File: src/rtl/parser_lane_arbiter.sv
// Packet-atomic round-robin merge of N parser lanes into one {clear, tlast, data} stream.
// A granted lane owns the output until its packet-ending beat (tlast or clear) is accepted.
module parser_lane_arbiter #(
  parameter int N_LANES = 4,
  parameter int LANE_W  = $clog2(N_LANES),
  parameter int DATA_W  = 34
) (
  input  logic                        clk,
  input  logic                        rst,
  input  logic [N_LANES*DATA_W-1:0]   s_tdata,
  input  logic [N_LANES-1:0]          s_tvalid,
  output logic [N_LANES-1:0]          s_tready,
  output logic [DATA_W-1:0]           m_tdata,
  output logic                        m_tvalid,
  input  logic                        m_tready,
  output logic [LANE_W-1:0]           m_lane,
  output logic [31:0]                 pkt_count,
  output logic                        fsm_state
);

  // Handshake: a beat moves on either side only in a cycle where valid and ready are both high;
  // m_tvalid follows the granted lane's s_tvalid and that lane's s_tready follows m_tready.

  typedef enum logic {IDLE = 1'b0, LOCKED = 1'b1} state_t;

  state_t              state, state_n;
  logic [LANE_W-1:0]   grant, grant_n;
  logic [LANE_W-1:0]   last_grant, last_grant_n;
  logic [31:0]         pkt_count_n;

  logic [DATA_W-1:0]   sel_data;
  logic                sel_valid;
  logic                found;
  logic [LANE_W-1:0]   pick;
  logic [LANE_W-1:0]   cand;
  logic                pkt_end;

  assign fsm_state = (state == LOCKED);

  always_comb begin
    sel_data  = '0;
    sel_valid = 1'b0;
    for (int i = 0; i < N_LANES; i++) begin
      if (grant == LANE_W'(i)) begin
        sel_data  = s_tdata[i*DATA_W +: DATA_W];
        sel_valid = s_tvalid[i];
      end
    end
  end

  // Round-robin search starting just after the lane that last completed a packet.
  always_comb begin
    found = 1'b0;
    pick  = '0;
    cand  = '0;
    for (int i = 1; i <= N_LANES; i++) begin
      cand = LANE_W'((int'(last_grant) + i) % N_LANES);
      if (!found && s_tvalid[cand]) begin
        found = 1'b1;
        pick  = cand;
      end
    end
  end

  assign pkt_end = m_tvalid & m_tready & (sel_data[DATA_W-1] | sel_data[DATA_W-2]);

  always_ff @(posedge clk) begin
    if (rst) begin
      state      <= IDLE;
      grant      <= '0;
      last_grant <= LANE_W'(N_LANES - 1);
      pkt_count  <= '0;
    end else begin
      state      <= state_n;
      grant      <= grant_n;
      last_grant <= last_grant_n;
      pkt_count  <= pkt_count_n;
    end
  end

  always_comb begin
    state_n      = state;
    grant_n      = grant;
    last_grant_n = last_grant;
    pkt_count_n  = pkt_count;
    case (state)
      IDLE: begin
        if (found) begin
          state_n = LOCKED;
          grant_n = pick;
        end
      end
      LOCKED: begin
        if (pkt_end) begin
          state_n      = IDLE;
          last_grant_n = grant;
          pkt_count_n  = pkt_count + 32'd1;
        end
      end
      default: state_n = IDLE;
    endcase
  end

  // Outputs are forced quiet while rst is high, even before the synchronous reset lands.
  always_comb begin
    m_tdata  = '0;
    m_tvalid = 1'b0;
    m_lane   = '0;
    s_tready = '0;
    if (!rst && state == LOCKED) begin
      m_tdata  = sel_data;
      m_tvalid = sel_valid;
      m_lane   = grant;
      for (int i = 0; i < N_LANES; i++) begin
        s_tready[i] = (grant == LANE_W'(i)) & m_tready;
      end
    end
  end

endmodule

File: config.mk
export PLATFORM = sky130hd
export DESIGN_NAME = parser_lane_arbiter
export DESIGN_NICKNAME = d
export VERILOG_FILES = /design/src/rtl/parser_lane_arbiter.sv
export SDC_FILE = /design/constraint.sdc
export NUM_CORES = 1
export LEC_CHECK = 0
export CORE_ASPECT_RATIO = 0.5
export CORE_MARGIN = 2
export CORE_UTILIZATION = 34
export CTS_BUF_LIST = sky130_fd_sc_hd__clkbuf_8
export DETAILED_ROUTE_END_ITERATION = 7
export GPL_TIMING_DRIVEN = 0
export MAX_ROUTING_LAYER = met4
export PLACE_DENSITY = 0.79
export SLEW_MARGIN = 25
export SYNTH_ARGS = -nofsm -noshare
export SYNTH_HDL_FRONTEND = slang
export SYNTH_SLANG_ARGS = --single-unit
export TNS_END_PERCENT = 50
File: constraint.sdc
create_clock -name clk -period 3.5 [get_ports clk]
set_clock_uncertainty 0.15 [all_clocks]
set_input_delay 0.7 -clock clk [delete_from_list [all_inputs] [get_ports clk]]
set_output_delay 0.7 -clock clk [all_outputs]
set_load 0.05 [all_outputs]
* Word-level counts from Yosys, hierarchy flattened
Cells that the tools add are included.
** Storage, ports and cells
- Output and inout port bits :: 74
- Register bits :: 37
** Cells by class
- $lt $le $gt $ge :: 4
- Bitwise operators :: 8
- $add $sub $neg :: 5
- Mux-type cells :: 31
- Reductions and logical operators :: 11
- Equality and inequality tests :: 3
** Operator list (number)
- $mux 34 :: 5
- $add 32x1->32 const B :: 1
- $mux 1 :: 15
- $lt 2x3->1 const B :: 4
- $mux 2 :: 5
- $bmux 1 s2 :: 4
- $and 1x1->1 :: 6
- $add 2x1->2 const B :: 2
- $add 2x2->2 const B :: 2
- $eq 2x2->1 const B :: 2
- $logic_and 1x1->1 :: 4
- $logic_not 1->1 :: 4
- $mux 4 :: 1
- $reduce_and 2->1 :: 2
- $eq 2x1->1 const B :: 1
- $logic_not 2->1 :: 1
- $pmux 1 s2 :: 1
- $not 1->1 :: 1
- $or 1x1->1 :: 1

* Depth between registers and ports, before layout
Gate-level depths: netlist of the first run.
- Depth after elaboration :: 15
- Mapped depth :: 8
- Depth with buffers taken out :: 6

* Worst setup path after synthesis of the first run
Ideal clock, no wire load.
- Kind :: register -> output
- Start :: register grant[1]
- End :: output port s_tready[2]
- Data arrival time :: 2.332 ns
- Data required time :: 2.650 ns
- Slack :: 0.318 ns
- Stages on the path, launching flop included :: 6
- Path through :: dfxtp_1 > clkbuf_1 > clkbuf_1 > buf_1 > inv_1 > nor3_1
** On the way
- Word-level cells in the longest chain between the ends :: 3
** Ends and longest elaborated chain
- start: declaration :: line 27 : logic [LANE_W-1:0] grant, grant_n;
- start signal: assignment :: line 75 : grant <= grant_n;
- $eq 2x2->1 :: line 115 : s_tready[i] = (grant == LANE_W'(i)) & m_tready;
- $and 1x1->1 :: line 115
- $mux 4 :: line 110 : if (!rst && state == LOCKED) begin
- end: declaration :: line 12 : output logic [N_LANES-1:0] s_tready,
Every way passes these cells.

* Worst setup path in the final report of the first run
- Start :: input port s_tdata[67]
- End :: output port m_tdata[33]
** On the way
- Word-level cells in the longest chain between the ends :: 4
** Ends and longest elaborated chain
- start: declaration :: line 10 : input logic [N_LANES*DATA_W-1:0] s_tdata,
- $mux 34 (3 in series) :: line 44 : if (grant == LANE_W'(i)) begin
- $mux 34 :: line 110
- end: declaration :: line 13 : output logic [DATA_W-1:0] m_tdata,
Every way passes these cells.

==> impl_summary.txt, run 1 <==
----------------------------------------------------
[Finish]
  Final-stage net count ... 682
  Fraction of layout cells with a size suffix above 1 ... 0.171
  Count of antenna diodes in the layout ... 0
  Commonest non-fill, non-tap cells in the layout ... sky130_fd_sc_hd__clkdlybuf4s50_1, sky130_fd_sc_hd__and2_1, sky130_fd_sc_hd__dfxtp_1, sky130_fd_sc_hd__mux4_2, sky130_fd_sc_hd__clkbuf_2
  Post-Layout Inst Area ... 5330 um2
  Register cell area after layout ... 741 um2
  Most frequent standard cell in the layout excluding fill and tap cells ... sky130_fd_sc_hd__clkdlybuf4s50_1
  Filler cell count ... 744
  Area grow syn2layout ... 77.6%
  Area of combinational cells with multiple inputs ... 2110 um2

[Routing]
  DRT antenna net count ... 0
  Remaining DRCs ... 0
  Routed via count divided by cell count ... 5.25
  Post-detailed-routing wire length ... 11.6 mm
  Count of vias placed by the detailed router ... 3446
  Routed wire length per instance ... 17.6 um
  1st-pass router iterations ... 4
  Number of DRC markers in iteration 0 ... 181

[CTS]
  Buffer levels on the longest clock path ... 2
  Library cell used as clock root buffer ... sky130_fd_sc_hd__clkbuf_8
  TritonCTS clock tree ... yes
  # hold bufs at CTS ... 0
  TritonCTS sink count ... 37
  Clock transition at the register clock pins on the worst setup and hold paths after CTS ... 0.08 ns
  CTS HTree Levels ... 2
  Clock latency on the worst-skew pair ... 0.30 ns
  TritonCTS Buffers ... 5

[Job]
  Max capacitance violation total ... 0

[Synth]
  Top-area cell type share of the netlist area ... 0.248
  Library cell with the largest summed area after synthesis ... sky130_fd_sc_hd__mux4_2
  Yosys reg bits ... 37
  Post-synth cell types ... 54
  Total standard cell area after synthesis ... 3000 um2
  Ranking of synthesized cells by area ... sky130_fd_sc_hd__mux4_2, sky130_fd_sc_hd__dfxtp_1, sky130_fd_sc_hd__and2_1, sky130_fd_sc_hd__a21oi_1, sky130_fd_sc_hd__o21ai_0
  Post-Syn Nets ... approximately 460
  Total number of yosys warnings ... 0
  Commonest register cell after synthesis ... sky130_fd_sc_hd__dfxtp_1
  Mean instance size in the synthesized netlist ... 9.53 um2
  Async set or reset register ratio after synthesis ... 0
  Fraction of the yosys area taken by sequential cells ... 0.247
  EDFF count, synth ... 0
  Number of instances in the synthesized netlist ... 315

[Pwr]
  Leakage power of the design ... 1.94 nW
  Peak supply drop ... 178 uV
  Power density cells ... 228 nW/um2

[Outcome]
  Run status ... completed

[Placed design]
  Area after DPL ... 5310 um2
  Final weighted congestion in routability-driven placement ... ~0.8
  Number of buffers added on ports ... around 220
  HPWL after detailed placement ... 9.45 mm

[Setup path]
  Setup crit start kind ... input port
  Start-to-end type of the worst setup path ... in2out
  Critical-path maximum fanout ... 2
  Crit end category ... primary output
  CP Data Arrival Time ... approximately 2.6 ns
  Endpoint required time on the critical path ... between 2 and 3 ns

[Floorplanning]
  Die Wd ... ~140 um
  Total die area ... between 9000 and 10000 um2
  DIE HEIGHT ... 70.4 um
  I/O pins ... about 220
  Placement Rows ... 24
  Initial cell density of the core ... 0.347
  Std-Cell Core Area ... 8650 um2

[STA]
  Total count of max-transition violations in the final report ... 0
  Summed negative setup slack over all endpoints ... 0 ns
  Count of endpoints failing setup in the final report ... 0
  Worst Max-Slew Pin Slew ... 0.986 ns
  Clock period minus final worst setup slack ... 3.44 ns
  Max frequency ... 291 MHz
  Rel. slew slack ... 0.333
  Unrepaired setup endpoints after global routing ... yes
  Final Hold Vio Count ... 0
  Post-route clock period utilization ... 0.982

[Global route]
  Number of antenna violations at the first check in global routing ... 0
  First-pass GRT wire length ... 17.4 mm
  Total track usage ... 0.240
  Number of global-route vias before repair ... 3130
  Aggregate global routing overflow ... 0
  Largest net degree at the start of global routing ... 14

[Hold path]
  Classification of the worst-slack hold path ... reg2reg

----------------------------------------------------
state kept, by name, summed over array words and instances, names as in the netlist:
signal and cells:
grant 2, pkt_count 32, fsm_state 1, last_grant 2
final timing paths:
path                 start            end  slack, ns  cells past startpoint
max reg2reg      fsm_state  pkt_count[16]       0.76                      7
min reg2reg  pkt_count[19]  pkt_count[19]       0.35                      2
min          pkt_count[19]  pkt_count[19]       0.35                      2
max            s_tdata[67]    m_tdata[33]       0.06                      4
logic make-up after synthesis:
group,after synthesis,synth area share
xor+xnor,7,0.0204
fa+ha+maj,1,0.00417
mux,42,0.284
compound gates,52,0.103
buf+inv,29,0.0488
simple gates,147,0.293
flops,37,0.247
cell usage after synthesis, types with 8 or more instances:
library cell               count
sky130_fd_sc_hd__nand2_1      13
sky130_fd_sc_hd__or3_1         8
sky130_fd_sc_hd__mux4_2       33
sky130_fd_sc_hd__nand3_1      13
sky130_fd_sc_hd__dfxtp_1      37
sky130_fd_sc_hd__clkbuf_1     12
sky130_fd_sc_hd__nor2_1       17
sky130_fd_sc_hd__and2_1       37
sky130_fd_sc_hd__a21oi_1      20
sky130_fd_sc_hd__o21ai_0      17
layout make-up:
| cell class | count | share of cell area |
|---|---|---|
| Clock buffer | 5 | 0.0129 |
| Inverter | 5 | 0.00352 |
| Clock inverter | 3 | 0.00399 |
| Multi-Input combinational cell | 249 | 0.397 |
| Sequential cell | 37 | 0.139 |
| Timing Repair Buffer | 216 | 0.390 |
| Tap cell | 117 | 0.0275 |
| Buffer | 24 | 0.0268 |
routing by layer:
layer	GRT usage	part of all wire	vias up
met5	-	0	-
met4	0.0447	0.0087	0
met3	0.0327	0.056	10
met2	0.396	0.49	98
met1	0.319	0.44	1686
li1	-	-	1652
where the power goes:
part	total [mW]	switching (mW)	internal, mW
logic	0.476	0.212	0.264
registers	0.427	0.00330	0.424
clock network	0.311	0.169	0.141
stage by stage:
stage / hold slack [ns] / cells / power (mW) / setup slack, ns / utilization
after floorplan: 0.414 / 315 / 0.682 / 0.318 / -
after global placement: 0.332 / 648 / 0.919 / -0.481 / 0.614
after detailed placement: 0.334 / 648 / 0.926 / -0.495 / 0.614
after CTS: 0.347 / 656 / 1.22 / -0.0174 / 0.622
after global routing: 0.391 / 656 / 1.27 / -0.0304 / 0.616
final: 0.347 / 656 / 1.21 / 0.0635 / 0.616
critical path: stages:
cell and delay, ns:
sky130_fd_sc_hd__clkdlybuf4s50_1 0.40, sky130_fd_sc_hd__mux4_1 0.59, sky130_fd_sc_hd__and2_1 0.20, sky130_fd_sc_hd__clkdlybuf4s50_1 0.70
repair_timing:
item / in CTS / in global routing
buffers inserted: 0 / 0
endpoints found under the setup margin: 40 / 32
pin swaps: 0 / 0
gates resized for setup: 47 / 43
gates cloned: 0 / 0
No activity file was read; power rests on OpenSTA's default activity.
==> run 2, diff against run 1 <==
--- a/config.mk
+++ b/config.mk
@@ -7,12 +7,12 @@
 export LEC_CHECK = 0
 export CORE_ASPECT_RATIO = 0.5
 export CORE_MARGIN = 2
-export CORE_UTILIZATION = 34
+export CORE_UTILIZATION = 32
 export CTS_BUF_LIST = sky130_fd_sc_hd__clkbuf_8
 export DETAILED_ROUTE_END_ITERATION = 7
 export GPL_TIMING_DRIVEN = 0
 export MAX_ROUTING_LAYER = met4
-export PLACE_DENSITY = 0.79
+export PLACE_DENSITY = 0.78
 export SLEW_MARGIN = 25
 export SYNTH_ARGS = -nofsm -noshare
 export SYNTH_HDL_FRONTEND = slang
==> constraint.sdc (replaced) <==
create_clock -name clk -period 3.15 [get_ports clk]
set_clock_uncertainty 0.15 [all_clocks]
set_input_delay 0.63 -clock clk [delete_from_list [all_inputs] [get_ports clk]]
set_output_delay 0.63 -clock clk [all_outputs]
set_load 0.05 [all_outputs]
==> impl_summary.txt, run 2 (synthesis results as in run 1) <==
----------------------------------------------------
[Floorplanning]
  I/O pins ... 217 (unchanged)
  Initial cell density of the core ... 0.336 (-0.0105)
  Placement Rows ... 24 (unchanged)
  Total die area ... 10200 um2 (+6.0%)
  DIE HEIGHT ... 72.5 um (+2.9%)
  Die Wd ... 141 um (+3.0%)
  Std-Cell Core Area ... 8920 um2 (+3.1%)

[Pwr]
  Total power ... 1.34 mW (+10%)
  Peak supply drop ... 178 uV (about the same)
  Power density cells ... 247 nW/um2 (+8.6%)
  Leakage power of the design ... 1.90 nW (-2.0%)

[Finish]
  Final core utilization ... 0.605 (-0.0110)
  Commonest non-fill, non-tap cells in the layout ... sky130_fd_sc_hd__clkdlybuf4s50_1, sky130_fd_sc_hd__and2_1, sky130_fd_sc_hd__dfxtp_1, sky130_fd_sc_hd__mux4_2, sky130_fd_sc_hd__a21oi_1
  Final-stage net count ... 681 (-0.15%)
  Count of antenna diodes in the layout ... 0 (unchanged)
  Registers with the most flip-flops ... pkt_count (32), grant (2), last_grant (2)
  Area of combinational cells with multiple inputs ... 2120 um2 (+0.30%)
  Register with the most flip-flops ... pkt_count
  Final Instance Count excl. Fillers ... 655 (-0.15%)
  Register cell area after layout ... 741 um2 (unchanged)
  Area grow syn2layout ... 79.9%
  Number of flip-flops in the largest register ... 32 (unchanged)
  Post-Layout Inst Area ... 5400 um2 (+1.3%)
  Filler cell count ... 769 (+3.4%)
  Fraction of layout cells with a size suffix above 1 ... 0.203 (+0.0319)
  Most frequent standard cell in the layout excluding fill and tap cells ... sky130_fd_sc_hd__clkdlybuf4s50_1

[CTS]
  TritonCTS Buffers ... 5 (unchanged)
  Clock latency on the worst-skew pair ... 0.29 ns (about the same)
  Buffer levels on the longest clock path ... 2 (unchanged)
  Post-CTS Repair Setup Buffers ... 0 (unchanged)
  TritonCTS sink count ... 37 (unchanged)
  Clock transition at the register clock pins on the worst setup and hold paths after CTS ... 0.07 ns (about the same)
  # hold bufs at CTS ... 0 (unchanged)
  TritonCTS clock tree ... yes
  Library cell used as clock root buffer ... sky130_fd_sc_hd__clkbuf_8
  CTS HTree Levels ... 2 (unchanged)

[Routing]
  Remaining DRCs ... 0 (unchanged)
  Number of DRC markers in iteration 0 ... 219 (+21%)
  Routed wire length per instance ... 18.0 um (+2.3%)
  Post-detailed-routing wire length ... 11.8 mm (+2.1%)
  1st-pass router iterations ... 4 (unchanged)
  Routed via count divided by cell count ... 5.25 (about the same)
  DRT antenna net count ... 0 (unchanged)
  Count of vias placed by the detailed router ... 3438 (-0.23%)

[Setup path]
  Depth of the most critical reg-to-reg path ... 6 (-1)
  Worst flop-to-flop path startpoint ... fsm_state
  Reg2reg end ... pkt_count[21]
  Reg-to-reg setup timing slack ... 0.42 ns (-0.34 ns)
  Start-to-end type of the worst setup path ... in2out
  Setup crit start kind ... input port
  Critical-path maximum fanout ... 10 (+8)
  CP Data Arrival Time ... 2.31 ns (-0.28 ns)
  Crit end category ... primary output
  Endpoint required time on the critical path ... 2.37 ns (-0.28 ns)

[STA]
  Summed negative setup slack over all endpoints ... 0 ns (unchanged)
  Min Hold Slack ... 0.354 ns (+0.00740 ns)
  Clock period minus final worst setup slack ... 3.09 ns
  Final Hold Vio Count ... 0 (unchanged)
  Total count of max-transition violations in the final report ... 0 (unchanged)
  Max frequency ... 324 MHz
  Worst Max-Slew Pin Slew ... 0.673 ns (-0.313 ns)
  Post-route clock period utilization ... 0.979
  Slack of the critical path ... 0.0646 ns (+0.00110 ns)
  Rel. slew slack ... 0.547 (+0.214)
  Unrepaired setup endpoints after global routing ... yes
  Count of endpoints failing setup in the final report ... 0 (unchanged)

[Hold path]
  Classification of the worst-slack hold path ... reg2reg
  Worst hold path startpoint ... pkt_count[19]
  Hold Crit Depth ... 2 (unchanged)
  End of the worst hold path ... pkt_count[19]

[Global route]
  Aggregate global routing overflow ... 0 (unchanged)
  Number of global-route vias before repair ... 3232 (+3.3%)
  First-pass GRT wire length ... 17.3 mm (-0.48%)
  Largest net degree at the start of global routing ... 12 (-2)
  Total track usage ... 0.222 (-0.0180)
  Number of antenna violations at the first check in global routing ... 0 (unchanged)

[Outcome]
  Run status ... completed

[Placed design]
  Dpl ws ... -0.747 ns (-0.252 ns)
  HPWL after detailed placement ... 9.79 mm (+3.5%)
  Number of buffers added on ports ... 216 (unchanged)
  Final weighted congestion in routability-driven placement ... 0.803 (-1.4%)
  Area after DPL ... 5310 um2 (unchanged)
  Total placed cells including tap cells ... 648 (unchanged)

[Job]
  Max capacitance violation total ... 0 (unchanged)

----------------------------------------------------
-- run 2: critical path, cell delays in order --
cell                              delay (ns)
sky130_fd_sc_hd__clkdlybuf4s50_1        0.50
sky130_fd_sc_hd__nor2b_1                0.16
sky130_fd_sc_hd__clkbuf_2               0.25
sky130_fd_sc_hd__buf_2                  0.24
sky130_fd_sc_hd__and2_1                 0.14
sky130_fd_sc_hd__clkdlybuf4s15_2        0.37
-- run 2: power by group --
part           switching (mW)  internal, mW
clock network           0.173         0.150
registers             0.00477         0.471
logic                   0.234         0.303
-- run 2: cell type report --
| type | count | area share |
|---|---|---|
| plain buffers | 23 | 0.0301 |
| clock buffers | 5 | 0.0127 |
| repair buffers | 216 | 0.394 |
| flip-flops and latches | 37 | 0.137 |
| well taps | 117 | 0.0271 |
| multi-input cells | 249 | 0.393 |
| clock inverters | 3 | 0.00255 |
| inverters | 5 | 0.00348 |
-- run 2: worst max-delay path by stage --
stage                             end  slack, ns      from  depth (start not counted)
after CTS                    m_tvalid      -0.07       rst                          6
final                     m_tdata[14]       0.06       rst                          6
after floorplan           s_tready[2]       0.04  grant[1]                          5
after global routing      m_tdata[28]      -0.01       rst                          6
after global placement    m_tdata[29]      -0.73  grant[0]                          6
after detailed placement  m_tdata[27]      -0.75  grant[0]                          6
-- run 2: repair_timing --
item                       in CTS  in global routing
pin swaps                       0                  0
gates resized for setup       114                 39
setup endpoints to repair      40                 35
-- run 2: layer usage --
layer / vias to the layer above / global-route usage / share of wire
li1: 1646 / - / -
met1: 1687 / 0.289 / 0.45
met3: 11 / 0.0251 / 0.044
met5: - / - / 0
met2: 94 / 0.377 / 0.49
met4: 0 / 0.0544 / 0.012
==> RTL change (config.mk and constraints of run 2) <==
The parameter `N_LANES` goes from 4 to 8.
--- a/src/rtl/parser_lane_arbiter.sv
+++ b/src/rtl/parser_lane_arbiter.sv
@@ -1,7 +1,7 @@
 // Packet-atomic round-robin merge of N parser lanes into one {clear, tlast, data} stream.
 // A granted lane owns the output until its packet-ending beat (tlast or clear) is accepted.
 module parser_lane_arbiter #(
-  parameter int N_LANES = 4,
+  parameter int N_LANES = 8,
   parameter int LANE_W  = $clog2(N_LANES),
   parameter int DATA_W  = 34
 ) (
Ports: changed (resized m_lane, s_tdata, s_tready and s_tvalid); port bits go from 217 to 362. No check against the original RTL was run, so the function may have changed too.
==> RTL change against run 2 <==
- register-to-register slack got worse by 0.45 ns
- die area increased by 62%
- hold slack improved by 0.023 ns
- the run now ends with setup timing left
- largest power group unchanged
- sequential power increased by 7.8%
- total power increased by 110%
- final area increased by 78%
- routed wire length increased to 2.6 times the old value
- clock power increased by 39%
- sequential cell count increased by 2
- worst setup slack got worse by 0.12 ns
- core utilization increased by 2.3 points
- synthesized area increased by 65%
==> RTL change: results <==
{
  "outcome": "complete, but fails checks",
  "violations": "setup timing",
  "startpoint": "s_tdata[33]",
  "finalSetupViolCount": 5,
  "synthAdderAreaFrac": 0.007560,
  "seq_cell_count": 39,
  "crit_end": "m_tdata[33]",
  "min-delay-start": "pkt_count[9]",
  "yosys-top-cells-count": "o22ai_1 (67), a221oi_1 (66), nand2_1 (61), nor2_1 (41), clkbuf_1 (40)",
  "routabilityCongestion": 1.005,
  "nets": 1333,
  "r2r_start": "last_grant[0]",
  "pre_cts_ws_ns": -1.529,
  "fillers": 1366,
  "use_met3": 0.07029,
  "num_rows": 32,
  "setup_ws_ns": -0.05226,
  "hold_ws_ns": 0.3776,
  "grt_start_max_net_pins": 13,
  "inverters": 23,
  "vias_per_cell": 6.040,
  "nMultiInputCombCells": 536,
  "met2WireLength_um": 14180,
  "syn_nets": 948,
  "final_util": 0.6284,
  "reg2reg_to": "grant[1]",
  "cts_resized": 320
}
## RTL change: power by group through the flow
| stage | Clock, mW | Combinational [mW] | Sequential [mW] |
|---|---|---|---|
| 2_1_floorplan | 0 | 0.918 | 0.528 |
| 3_3_place_gp | 0 | 1.63 | 0.524 |
| 3_5_place_dp | 0 | 1.64 | 0.524 |
| 4_1_cts | 0.453 | 1.73 | 0.513 |
| 5_1_grt | 0.472 | 1.95 | 0.515 |
| 6_report | 0.448 | 1.86 | 0.513 |
## RTL change: cell families (layout without fill, tap and decap cells)
group / after synthesis / count (layout)
AO/OA/AOI/OAI: 261 / 261
XOR/XNOR: 24 / 24
adder cells (fa/ha/maj): 3 / 3
buffers and inverters: 87 / 473
flip-flops: 39 / 39
multiplexers: 65 / 65
other: 0 / 1
AND/OR/NAND/NOR: 183 / 183
## RTL change: tightest hold or removal path, stage by stage (launching register included)
cell and delay (ns):
dfxtp_1 0.34, o21ai_1 0.08, a21oi_1 0.06
